$ cat src/rtl/wb_pkg.sv
// rtl/wb_pkg.sv - shared widths, entry type and free-space threshold for the writeback collector
package wb_pkg;
  localparam int DATA_W      = 16;
  localparam int ADDR_W      = 5;
  localparam int READY_SLOTS = 2;

  typedef struct packed {
    logic [ADDR_W-1:0] addr;
    logic [DATA_W-1:0] data;
  } wb_entry_t;
endpackage

$ cat src/rtl/wb_fifo_2w1r.sv
// rtl/wb_fifo_2w1r.sv - two-write one-read ordered result queue with overflow detect and address compare
module wb_fifo_2w1r #(
  parameter int  DEPTH  = 8,
  parameter int  DATA_W = wb_pkg::DATA_W,
  parameter int  ADDR_W = wb_pkg::ADDR_W,
  localparam int PTR_W  = $clog2(DEPTH),
  localparam int CNT_W  = PTR_W + 1
) (
  input  logic              i_clk,
  input  logic              i_rst,
  input  logic              i_push_a,
  input  logic [ADDR_W-1:0] i_addr_a,
  input  logic [DATA_W-1:0] i_data_a,
  input  logic              i_push_b,
  input  logic [ADDR_W-1:0] i_addr_b,
  input  logic [DATA_W-1:0] i_data_b,
  input  logic              i_pop,
  input  logic [ADDR_W-1:0] i_lookup_addr,
  output logic [ADDR_W-1:0] o_head_addr,
  output logic [DATA_W-1:0] o_head_data,
  output logic [CNT_W-1:0]  o_count,
  output logic              o_overflow,
  output logic [DEPTH-1:0]  o_match
);
  logic [ADDR_W-1:0] r_addr_mem [DEPTH];
  logic [DATA_W-1:0] r_data_mem [DEPTH];
  logic [PTR_W-1:0]  r_head;
  logic [PTR_W-1:0]  r_tail;
  logic [CNT_W-1:0]  r_count;
  logic              r_overflow;

  logic [CNT_W-1:0]  w_free;
  logic              w_acc_a;
  logic              w_acc_b;
  logic              w_drop;
  logic [PTR_W-1:0]  w_slot_b;

  // Free space counts this cycle's pop; A (older) claims a slot before B.
  assign w_free   = CNT_W'(DEPTH) - r_count + CNT_W'(i_pop);
  assign w_acc_a  = i_push_a && (w_free != '0);
  assign w_acc_b  = i_push_b && (w_free > CNT_W'(w_acc_a));
  assign w_drop   = (i_push_a && !w_acc_a) || (i_push_b && !w_acc_b);
  assign w_slot_b = w_acc_a ? r_tail + PTR_W'(1) : r_tail;

  always_ff @(posedge i_clk or posedge i_rst) begin
    if (i_rst) begin
      r_head     <= '0;
      r_tail     <= '0;
      r_count    <= '0;
      r_overflow <= 1'b0;
    end else begin
      if (i_pop) r_head <= r_head + PTR_W'(1);
      r_tail  <= r_tail + PTR_W'(w_acc_a) + PTR_W'(w_acc_b);
      r_count <= r_count + CNT_W'(w_acc_a) + CNT_W'(w_acc_b) - CNT_W'(i_pop);
      if (w_drop) r_overflow <= 1'b1;
    end
  end

  always_ff @(posedge i_clk) begin
    if (w_acc_a) begin
      r_addr_mem[r_tail] <= i_addr_a;
      r_data_mem[r_tail] <= i_data_a;
    end
    if (w_acc_b) begin
      r_addr_mem[w_slot_b] <= i_addr_b;
      r_data_mem[w_slot_b] <= i_data_b;
    end
  end

  assign o_head_addr = r_addr_mem[r_head];
  assign o_head_data = r_data_mem[r_head];
  assign o_count     = r_count;
  assign o_overflow  = r_overflow;

  // An entry is live when its distance from head is below the count.
  for (genvar gi = 0; gi < DEPTH; gi++) begin : g_match
    logic [PTR_W-1:0] w_off;
    assign w_off       = PTR_W'(gi) - r_head;
    assign o_match[gi] = ({1'b0, w_off} < r_count) && (r_addr_mem[gi] == i_lookup_addr);
  end
endmodule

$ cat src/rtl/writeback_collector.sv
// rtl/writeback_collector.sv - serialises unit A/B results onto the single register-file write port
module writeback_collector #(
  parameter int  DEPTH  = 8,
  parameter int  DATA_W = wb_pkg::DATA_W,
  parameter int  ADDR_W = wb_pkg::ADDR_W,
  localparam int CNT_W  = $clog2(DEPTH) + 1
) (
  input  logic              clock_i,
  input  logic              reset_i,
  input  logic              resultValidA_i,
  input  logic              isWbA_i,
  input  logic [ADDR_W-1:0] wbAddressA_i,
  input  logic [DATA_W-1:0] resultA_i,
  input  logic              resultValidB_i,
  input  logic              isWbB_i,
  input  logic [ADDR_W-1:0] wbAddressB_i,
  input  logic [DATA_W-1:0] resultB_i,
  input  logic [ADDR_W-1:0] lookupAddr_i,
  output logic              wbEnable_o,
  output logic [ADDR_W-1:0] wbAddress_o,
  output logic [DATA_W-1:0] wbData_o,
  output logic              ready_o,
  output logic              pending_o,
  output logic [CNT_W-1:0]  occupancy_o,
  output logic              overflow_o
);
  import wb_pkg::*;

  logic              w_push_a;
  logic              w_push_b;
  logic              w_pop;
  logic [CNT_W-1:0]  w_count;
  logic [ADDR_W-1:0] w_head_addr;
  logic [DATA_W-1:0] w_head_data;
  logic [DEPTH-1:0]  w_match;
  logic              w_overflow;

  logic              r_wb_en;
  logic [ADDR_W-1:0] r_wb_addr;
  logic [DATA_W-1:0] r_wb_data;

  assign w_push_a = resultValidA_i && isWbA_i;
  assign w_push_b = resultValidB_i && isWbB_i;
  assign w_pop    = (w_count != '0);

  wb_fifo_2w1r #(
    .DEPTH (DEPTH),
    .DATA_W(DATA_W),
    .ADDR_W(ADDR_W)
  ) u_fifo (
    .i_clk        (clock_i),
    .i_rst        (reset_i),
    .i_push_a     (w_push_a),
    .i_addr_a     (wbAddressA_i),
    .i_data_a     (resultA_i),
    .i_push_b     (w_push_b),
    .i_addr_b     (wbAddressB_i),
    .i_data_b     (resultB_i),
    .i_pop        (w_pop),
    .i_lookup_addr(lookupAddr_i),
    .o_head_addr  (w_head_addr),
    .o_head_data  (w_head_data),
    .o_count      (w_count),
    .o_overflow   (w_overflow),
    .o_match      (w_match)
  );

  // Address/data hold their last written value while the strobe is low.
  always_ff @(posedge clock_i or posedge reset_i) begin
    if (reset_i) begin
      r_wb_en   <= 1'b0;
      r_wb_addr <= '0;
      r_wb_data <= '0;
    end else begin
      r_wb_en <= w_pop;
      if (w_pop) begin
        r_wb_addr <= w_head_addr;
        r_wb_data <= w_head_data;
      end
    end
  end

  assign wbEnable_o  = r_wb_en;
  assign wbAddress_o = r_wb_addr;
  assign wbData_o    = r_wb_data;
  assign occupancy_o = w_count;
  assign overflow_o  = w_overflow;
  assign ready_o     = (CNT_W'(DEPTH) - w_count) >= CNT_W'(READY_SLOTS);
  assign pending_o   = (|w_match) || (r_wb_en && (r_wb_addr == lookupAddr_i));
endmodule
$ cat config.mk
export PLATFORM = sky130hd
export DESIGN_NAME = writeback_collector
export DESIGN_NICKNAME = d
export VERILOG_FILES = /design/src/rtl/wb_pkg.sv /design/src/rtl/wb_fifo_2w1r.sv /design/src/rtl/writeback_collector.sv
export SDC_FILE = /design/constraint.sdc
export NUM_CORES = 1
export LEC_CHECK = 0
export ABC_AREA = 1
export CORE_UTILIZATION = 31
export CTS_BUF_LIST = sky130_fd_sc_hd__clkbuf_4 sky130_fd_sc_hd__clkbuf_8
export CTS_CLUSTER_DIAMETER = 30
export DETAILED_ROUTE_END_ITERATION = 16
export PLACE_DENSITY = 0.48
export SLEW_MARGIN = 20
export SYNTH_ARGS = -nofsm -noshare
export SYNTH_HDL_FRONTEND = slang
export SYNTH_SLANG_ARGS = --single-unit
$ cat constraint.sdc
create_clock -name clock_i -period 5.5 [get_ports clock_i]
set_input_delay 1.65 -clock clock_i [delete_from_list [all_inputs] [get_ports clock_i]]
set_output_delay 1.65 -clock clock_i [all_outputs]
set_load 0.05 [all_outputs]
## After elaboration in Yosys (flattened, before gate mapping)

Memory sizes are Yosys's and may differ from the RTL's. A register that Yosys moved wholly into a read port is not among the register bits.
Index checks and enable logic that the tools add are counted.

| word-level totals | value |
|---|---|
| memories | 2 |
| flip-flop bits (word level) | 12 |
| RAM bits | 168 |
| output and inout port bits | 29 |

Memories:

| memory | words | width | rd ports | clocked after Yosys merged registers in | write ports | line | RTL |
|---|---|---|---|---|---|---|---|
| u_fifo.r_data_mem | 8 | 16 | 1 | 1 | 2 | wb_fifo_2w1r.sv:26 | `logic [DATA_W-1:0] r_data_mem [DEPTH];` |
| u_fifo.r_addr_mem | 8 | 5 | 9 | 1 | 2 | wb_fifo_2w1r.sv:25 | `logic [ADDR_W-1:0] r_addr_mem [DEPTH];` |

| cells by class | value |
|---|---|
| add/subtract/negate cells | 17 |
| equality and inequality tests | 9 |
| mux-type cells | 5 |
| reduce and logical (&&, ||, !) cells | 22 |
| $lt $le $gt $ge | 10 |

Operators by type and width:

| cell | number |
|---|---|
| $eq 5x5->1 | 9 |
| $lt 3x4->1 | 8 |
| $logic_and 1x1->1 | 15 |
| $add 4x1->4 | 3 |
| $sub 3x3->3 const A | 4 |
| $reduce_bool 4->1 | 2 |
| $reduce_or 8->1 | 1 |
| $add 3x1->3 | 2 |
| $add 3x1->3 const B | 2 |
| $sub 1x3->3 const A | 2 |
| $sub 2x3->3 const A | 2 |
| $ge 4x2->1 const B | 1 |
| $gt 4x1->1 | 1 |
| $mux 1 | 4 |
| $sub 4x1->4 | 1 |
| $sub 4x4->4 const A | 1 |
| $mux 3 | 1 |
| $logic_not 1->1 | 2 |
| $logic_or 1x1->1 | 2 |

## Longest topological paths before layout

Gate-level depths: netlist of the first run.

| depth | value |
|---|---|
| depth in word-level cells | 9 |
| depth in mapped cells | 25 |
| gate-level depth less buffers | 22 |

## By module

Synthesis of the first run repeated with hierarchy kept, for this count alone.

| unflattened totals | value |
|---|---|
| cells, all modules | 1390 |
| area total of the unflattened synthesis | 11682.5 sq um |

Modules (own cells, without submodules):

| module | sequential area each (sq um) | cells an instance | area an instance (sq um) | times used |
|---|---|---|---|---|
| wb_fifo_2w1r | 5320.1 | 1252 | 10592.7 | 1 |
| writeback_collector | 550.5 | 138 | 1089.8 | 1 |

## Worst setup path after synthesis of the first run

Ideal clock, no wire load.

| timing | value |
|---|---|
| kind | flip-flop to flip-flop |
| from | reg u_fifo.r_count[1] (netlist: u_fifo.o_count[1]) |
| to | mem u_fifo.r_addr_mem[1][0] (enable) |
| cell stages (with the launch flop) | 22 |
| required time | 5.072 ns |
| setup slack | -0.038 ns |
| data arrival time | 5.110 ns |
| clock period less this slack | 5.538 ns |
| buffers on the path | 2 |
| setup time | 0.428 ns |
| cell sequence | dfrtp_1 -> inv_1 -> ha_1 -> nand2_1 -> ha_1 -> nand2_1 -> inv_1 -> nor2_1 -> nor2_1 -> nand4_4 -> nand2_4 -> inv_1 -> ha_1 -> nor2_1 -> nor2_1 -> nand4_1 -> nand2_2 -> inv_2 -> nand3_1 -> buf_4 -> clkbuf_2 -> o21ai_0 |

RTL lines:

| element | line | RTL |
|---|---|---|
| start, declared | wb_fifo_2w1r.sv:29 | `logic [CNT_W-1:0] r_count;` |
| start signal, assigned | wb_fifo_2w1r.sv:54 | `r_count <= r_count + CNT_W'(w_acc_a) + CNT_W'(w_acc_b) - CNT_W'(i_pop);` |
| end, declared | wb_fifo_2w1r.sv:25 |  |

## Worst setup path after layout of the first run

| timing | value |
|---|---|
| from | in lookupAddr_i[1] |
| to | out pending_o |

| on the way | value |
|---|---|
| word-level cells in the longest chain between the ends | 4 |
| elaborated cells on any way between the ends | 20 |

RTL lines:

| element | line | RTL |
|---|---|---|
| start, declared | writeback_collector.sv:18 | `input logic [ADDR_W-1:0] lookupAddr_i,` |
| $eq 5x5->1 | wb_fifo_2w1r.sv:79 | `assign o_match[gi] = ({1'b0, w_off} < r_count) && (r_addr_mem[gi] == i_lookup_addr);` |
| $logic_and 1x1->1 | wb_fifo_2w1r.sv:79 |  |
| $reduce_or 8->1 | writeback_collector.sv:89 | `assign pending_o = (\|w_match) \|\| (r_wb_en && (r_wb_addr == lookupAddr_i));` |
| $logic_or 1x1->1 * | writeback_collector.sv:89 |  |
| end, declared | writeback_collector.sv:23 | `output logic pending_o,` |

Mark *: on every way between the ends. The rest lies on a longest branch, timed or not.

==> results of run 1 <==
metrics by stage:
step | worst slack [ps] | hold slack [ps] | cells | utilization [%]
after global routing | 110 | 513 | 1926 | 38.9
after detailed placement | 301 | 476 | 1814 | 35.0
after global placement | 348 | 464 | 1814 | 35.0
after floorplan | -37.9 | 520 | 1329 | -
final | 314 | 478 | 1926 | 38.9
after CTS | 301 | 490 | 1925 | 38.9
routing by layer:
layer / vias up / GRT usage (%)
li1: 4707 / -
met1: 4717 / 30.8
met2: 407 / 33.9
met3: 79 / 4.30
met4: 2 / 7.55
met5: - / 0
synthesized netlist by cell type, drive strengths merged:
| cell type | number | area [sq um] |
|---|---|---|
| inv | 58 | 220 |
| a221oi | 7 | 61.3 |
| o21ai | 101 | 505 |
| buf | 48 | 335 |
| o22a | 1 | 8.76 |
| nand2 | 483 | 1900 |
| o21bai | 3 | 22.5 |
| or2 | 1 | 6.26 |
| nor4 | 4 | 25.0 |
| o211ai | 4 | 30.0 |
| o22ai | 5 | 31.3 |
| nand3b | 1 | 7.51 |
| a22o | 33 | 289 |
| xnor2 | 12 | 105 |
| a21o | 1 | 7.51 |
| nand4 | 3 | 33.8 |
| a21oi | 50 | 262 |
| o31ai | 2 | 15.0 |
| nand3 | 126 | 641 |
| xor2 | 21 | 184 |
| clkinv | 1 | 3.75 |
| a31oi | 21 | 131 |
| nor2 | 53 | 236 |
| fa | 3 | 60.1 |
| nor3b | 1 | 7.51 |
| edfxtp | 168 | 5040 |
| ha | 26 | 325 |
| clkbuf | 54 | 206 |
| dfrtp | 33 | 826 |
| nor3 | 5 | 25.0 |
sequential cells by signal, summed over array words and instances, names as in the netlist:
register / cells
wbAddress_o: 5
wbEnable_o: 1
wbData_o: 16
u_fifo.r_addr_mem: 40
u_fifo.o_count: 4
u_fifo.r_head: 3
u_fifo.o_overflow: 1
u_fifo.r_tail: 3
u_fifo.r_data_mem: 128
worst max path at each step:
stage / startpoint / to / cells past startpoint
after floorplan: u_fifo.o_count[1]$_DFF_PP0_ / u_fifo.r_addr_mem[1][0]$_DFFE_PP_ / 21
after global placement: lookupAddr_i[1] / pending_o / 9
after detailed placement: lookupAddr_i[1] / pending_o / 10
after CTS: lookupAddr_i[1] / pending_o / 10
after global routing: lookupAddr_i[1] / pending_o / 9
final: lookupAddr_i[1] / pending_o / 10
power by group:
| part | internal (uW) | switching (uW) | total [uW] |
|---|---|---|---|
| registers | 2070 | 250 | 2320 |
| logic | 1120 | 2620 | 3740 |
| clock network | 1580 | 899 | 2480 |
| total | 4760 | 3770 | 8540 |
cells by family after synthesis:
family | Yosys count
flip-flops | 201
adder cells (fa/ha/maj) | 29
XOR/XNOR | 33
buffers and inverters | 161
AO/OA/AOI/OAI | 228
AND/OR/NAND/NOR | 677
area by class of cell:
cell class	instances	area, sq um
fill	3725	22400
tap	468	586
clock buffer	66	890
clock inverter	45	534
timing repair buffer	120	1140
multi-input combinational	967	4990
inverter	59	224
sequential	201	5870
critical path, stage by stage:
cell and delay, ps:
sky130_fd_sc_hd__clkdlybuf4s50_1 730, sky130_fd_sc_hd__inv_1 210, sky130_fd_sc_hd__nand2_1 100, sky130_fd_sc_hd__nand3_1 100, sky130_fd_sc_hd__nor3_1 190, sky130_fd_sc_hd__o211ai_1 130
sky130_fd_sc_hd__nand2_1 90, sky130_fd_sc_hd__nor2_1 50, sky130_fd_sc_hd__nand3_1 140, sky130_fd_sc_hd__buf_12 150
==> impl_metrics.ini, run 1 <==
[timing]
fmax_mhz = 193
timing_worst_slew_pin_value_ps = 1070
final.period_utilization_pct = 94.3
relSlewSlack_pct = 28.4
setup_viol = 0
fin_tns_setup_ps = 0
timing_hold_violations_final = 0
finalMaxSlewViolations = 0
fin_crit_ps = 5190
clock_skew_ps = 50.1
rsz_0062_raised_after_global_routing = no

[detailed_routing]
viasPerCell = 5.15
routed_wire_length_per_instance_um = 21.7
drt_pre_antenna_iters = 6
drcViolationCount = 0
dr_total_vias = 9912
route.antenna.remaining_nets = 0
dr.max_layer_used = met5
routed_wl_um = 41900
met3_wirelength_from_detailed_routing_um = 2920
wl_met2_um = 18700
drt-initial-drc-count = 920
drt-met1-wl_um = 19100

[power]
power.static_leakage_uw = 0.00586
fin_total_pwr_uw = 8540
vdd_drop_max_v = 0.000268
powerDensity_mw_per_mm2 = 599

[layout]
antenna_cells = 0
layout_commonest_cell = sky130_fd_sc_hd__nand2_1
layout.cell_area.non_filler_sq_mm = 0.0142
areaGrowthSynthToFinish_pct = 23.2
fin_nets = 1490
layout_cells_sized_above_1_pct = 13.2
most_frequent_cells_in_the_layout = 464 x sky130_fd_sc_hd__nand2_1, 168 x sky130_fd_sc_hd__edfxtp_1, 123 x sky130_fd_sc_hd__nand3_1

[yosys]
post_synth_instance_area_sq_mm = 0.0116
yosysSeqAreaShare_pct = 50.8
synth_top_family_by_area = simple AND/OR/NAND/NOR gates
synth_compound_gate_area_share_pct = 11.8
synthesis.area_per_instance_sq_um = 8.70
synth_fa_ha_area_share_pct = 3.33
post_synthesis_share_of_cell_area_spent_on_and_or_nand_and_nor_gates_pct = 24.9
synth_cell_type_count = 44
muxShareOfSynthArea_pct = 0
postSynthNetCount = 1411
synth.ff_latch_count = 201
synth_warn = 0
synthesis.instances = 1329
synth_xor_area_share_pct = 2.50

[clock_tree]
clock_path_buffers = 3
cts_tree = built
clkSinkCount = 201
number_of_buffers_inserted_for_hold_repair_after_clock_tree_synthesis = 0
cts.root.buffer_cell = sky130_fd_sc_hd__clkbuf_8
cts_inserted_buffers = 59
clk_pin_slew_ps = 50
cts-htree-levels = 2
number_of_buffers_inserted_by_post_cts_setup_repair = 0
worstSkewPairLatency_ps = 660
post_cts.resized_instances = 0

[worst_hold_path]
number_of_cells_on_the_worst_hold_path = 2
timing.hold.worst_endpoint = u_fifo.o_overflow$_DFFE_PP0P_
min-delay-path-class = reg -> reg
min_from = u_fifo.o_overflow$_DFFE_PP0P_

[critical_path]
critPathRequiredTime_ps = 3850
r2r_cells = 22
crit-reg2reg-launch = u_fifo.o_count[1]$_DFF_PP0_
crit_path_max_fanout = 10
timing.critical_path.from_type = input port
critical_path_class = in -> out
timing.critical_path.to_type = output port
r2r-end = u_fifo.r_addr_mem[2][1]$_DFFE_PP_
reg2reg_slack_ps = 840
cp_data_arrival_time_ps = 3540

[grt]
overall_overflow_remaining_after_global_route = 0
global_route.usage.total_pct = 22.0
antenna_violations_before_repair = 1
grt_max_degree = 47
wire_length_of_the_first_global_routing_pass_um = 62200
first_global_vias = 9496

[floorplanning]
num_rows = 70
num_io_pins = 82
die_width_um = 195
core_region_area_sq_mm = 0.0366
floorplan.initialDensity_pct = 31.6
die_area_sq_mm = 0.0381
chipHeight_um = 195

[run]
maxCapViolCount = 0

[place]
dp_hpwl_um = 25700
port-buffer-count = 81
placed_area_sq_mm = 0.0128
gp_congestion = 0.877

[status]
result_of_the_run = complete, no violations
(Power assumes the default switching activity.)
==> run 2, diff against run 1 <==
--- a/config.mk
+++ b/config.mk
@@ -7,7 +7,7 @@
 export LEC_CHECK = 0
 export ABC_AREA = 1
 export CORE_UTILIZATION = 31
-export CTS_BUF_LIST = sky130_fd_sc_hd__clkbuf_4 sky130_fd_sc_hd__clkbuf_8
+export CTS_BUF_LIST = sky130_fd_sc_hd__clkbuf_8 sky130_fd_sc_hd__clkbuf_16
 export CTS_CLUSTER_DIAMETER = 30
 export DETAILED_ROUTE_END_ITERATION = 16
 export PLACE_DENSITY = 0.48
==> run 2 against run 1 <==
Effect of this change: critical path depth is the same; clock power grew 42%; cell count is the same; critical path type unchanged; maximum frequency grew 0.17%; global-route usage is essentially flat; worst hold slack lost 1.6 ps; sequential power is essentially flat; first-iteration DRC count grew 13%; highest routed layer unchanged; sequential cell count is the same; die area is the same.
==> impl_metrics.ini, run 2 (synthesis gave the netlist of run 1 again) <==
[grt]
wire_length_of_the_first_global_routing_pass_um = 62200
gr-usage-met1_pct = 30.9
grt-busiest-layer = met2
grt_max_degree = 47
overall_overflow_remaining_after_global_route = 0
grt_util_met3_pct = 4.61
antenna_violations_before_repair = 1
global_route.usage.total_pct = 22.1
first_global_vias = 9525
grt_use_met2_pct = 33.4

[detailed_routing]
drt_pre_antenna_iters = 5
dr_total_vias = 9939
routed_wire_length_per_instance_um = 21.7
routed_wl_um = 41900
drt-initial-drc-count = 1036
drcViolationCount = 0
viasPerCell = 5.16
route.antenna.remaining_nets = 0

[layout]
largest_register_ff_count = 128
fillers = 3656
fin_nets = 1490
antenna_cells = 0
areaGrowthSynthToFinish_pct = 29.1
layout_commonest_cell = sky130_fd_sc_hd__nand2_1
largest_register = u_fifo.r_data_mem
regArea_sq_mm = 0.00587
most_frequent_cells_in_the_layout = 464 x sky130_fd_sc_hd__nand2_1, 168 x sky130_fd_sc_hd__edfxtp_1, 123 x sky130_fd_sc_hd__nand3_1
multi_input_comb_area_sq_mm = 0.00499
final_cell_count_no_fill = 1926
layout_cells_sized_above_1_pct = 13.0

[place]
dpl_worst_slack_ps = 301
dp_hpwl_um = 25700
placed_cell_count = 1814
port-buffer-count = 81
gp_congestion = 0.877

[critical_path]
timing.critical_path.to_type = output port
crit_path_max_fanout = 10
timing.critical_path.from_type = input port
reg2reg_slack_ps = 880
r2r-end = u_fifo.r_addr_mem[2][1]$_DFFE_PP_
r2r_cells = 22
critical_path_class = in -> out
crit-reg2reg-launch = u_fifo.o_count[1]$_DFF_PP0_
critPathRequiredTime_ps = 3850
cp_data_arrival_time_ps = 3530

[timing]
clock_skew_ps = 31.1
timing_hold_violations_final = 0
final.period_utilization_pct = 94.1
finalMaxSlewViolations = 0
fmax_mhz = 193
fin_tns_setup_ps = 0
hold_slack_ps = 477
rsz_0062_raised_after_global_routing = no
timing_worst_slew_pin_value_ps = 1070
relSlewSlack_pct = 28.7
fin_crit_ps = 5180
final.setup.worst_slack_ps = 323
setup_viol = 0

[floorplanning]
die_area_sq_mm = 0.0381
chipHeight_um = 195
die_width_um = 195
num_io_pins = 82
core_region_area_sq_mm = 0.0366
num_rows = 70
floorplan.initialDensity_pct = 31.6

[clock_tree]
number_of_buffers_inserted_for_hold_repair_after_clock_tree_synthesis = 0
clock_path_buffers = 3
cts-htree-levels = 2
number_of_buffers_inserted_by_post_cts_setup_repair = 0
clkSinkCount = 201
clk_pin_slew_ps = 40
cts_tree = built
worstSkewPairLatency_ps = 600
post_cts.resized_instances = 0
cts_inserted_buffers = 59
cts.root.buffer_cell = sky130_fd_sc_hd__clkbuf_16

[power]
power.static_leakage_uw = 0.00617
powerDensity_mw_per_mm2 = 642
vdd_drop_max_v = 0.000330

[run]
maxCapViolCount = 0

[worst_hold_path]
min_from = u_fifo.o_overflow$_DFFE_PP0P_
min-delay-path-class = reg -> reg
timing.hold.worst_endpoint = u_fifo.o_overflow$_DFFE_PP0P_
number_of_cells_on_the_worst_hold_path = 2

[status]
result_of_the_run = complete, no violations
[run 2: cell types whose count changed in the layout (fill, tap and decap cells not counted), moves of 3 or more]
| cell | before | now |
|---|---|---|
| sky130_fd_sc_hd__clkbuf_16 | 0 | 59 |
| sky130_fd_sc_hd__clkbuf_8 | 63 | 4 |
| sky130_fd_sc_hd__clkbuf_4 | 3 | 0 |
| sky130_fd_sc_hd__inv_1 | 53 | 56 |
[run 2: where the power goes]
group	switching, uW	internal [uW]	total (uW)	leakage (uW)
sequential	250	2070	2320	0.00191
combinational	2610	1120	3730	0.00325
clock	1060	2470	3530	0.00102
total	3920	5660	9580	0.00617
[run 2: layer usage]
metal  wire, um  vias up
li1           -     4704
met5         13        -
met3       3020       85
met4       1260        2
met1      19200     4735
met2      18400      413
[run 2: how the worst max path moves through the flow]
stage | depth (start not counted) | end | slack, ps | start
floorplan | 21 | u_fifo.r_addr_mem[1][0]$_DFFE_PP_ | -40 | u_fifo.o_count[1]$_DFF_PP0_
global placement | 9 | pending_o | 350 | lookupAddr_i[1]
detailed placement | 10 | pending_o | 300 | lookupAddr_i[1]
CTS | 10 | pending_o | 300 | lookupAddr_i[1]
global route | 9 | pending_o | 110 | lookupAddr_i[1]
finish | 10 | pending_o | 320 | lookupAddr_i[1]
[run 2: critical path, stage by stage]
cell,delay [ps]
sky130_fd_sc_hd__clkdlybuf4s50_1,730
sky130_fd_sc_hd__inv_1,200
sky130_fd_sc_hd__nand2_1,100
sky130_fd_sc_hd__nand3_1,100
sky130_fd_sc_hd__nor3_1,180
sky130_fd_sc_hd__o211ai_1,130
sky130_fd_sc_hd__nand2_1,90
sky130_fd_sc_hd__nor2_1,50
sky130_fd_sc_hd__nand3_1,150
sky130_fd_sc_hd__buf_12,150
[run 2: metrics by stage]
step                total power, uW  utilization [%]  instance area, sq um
finish                         9580             40.7                 14900
global route                  10100             40.7                 14900
CTS                            9640             40.7                 14900
detailed placement             6070             35.0                 12800
global placement               6050             35.0                 12800
floorplan                      4720                -                 11600
[run 2: cell type report]
class	instances	share of cell area [%]
Timing Repair Buffer	120	7.66
Multi-Input combinational cell	967	33.5
Clock inverter	48	3.81
Sequential cell	201	39.4
Inverter	59	1.50
Clock buffer	63	10.3
Tap cell	468	3.93
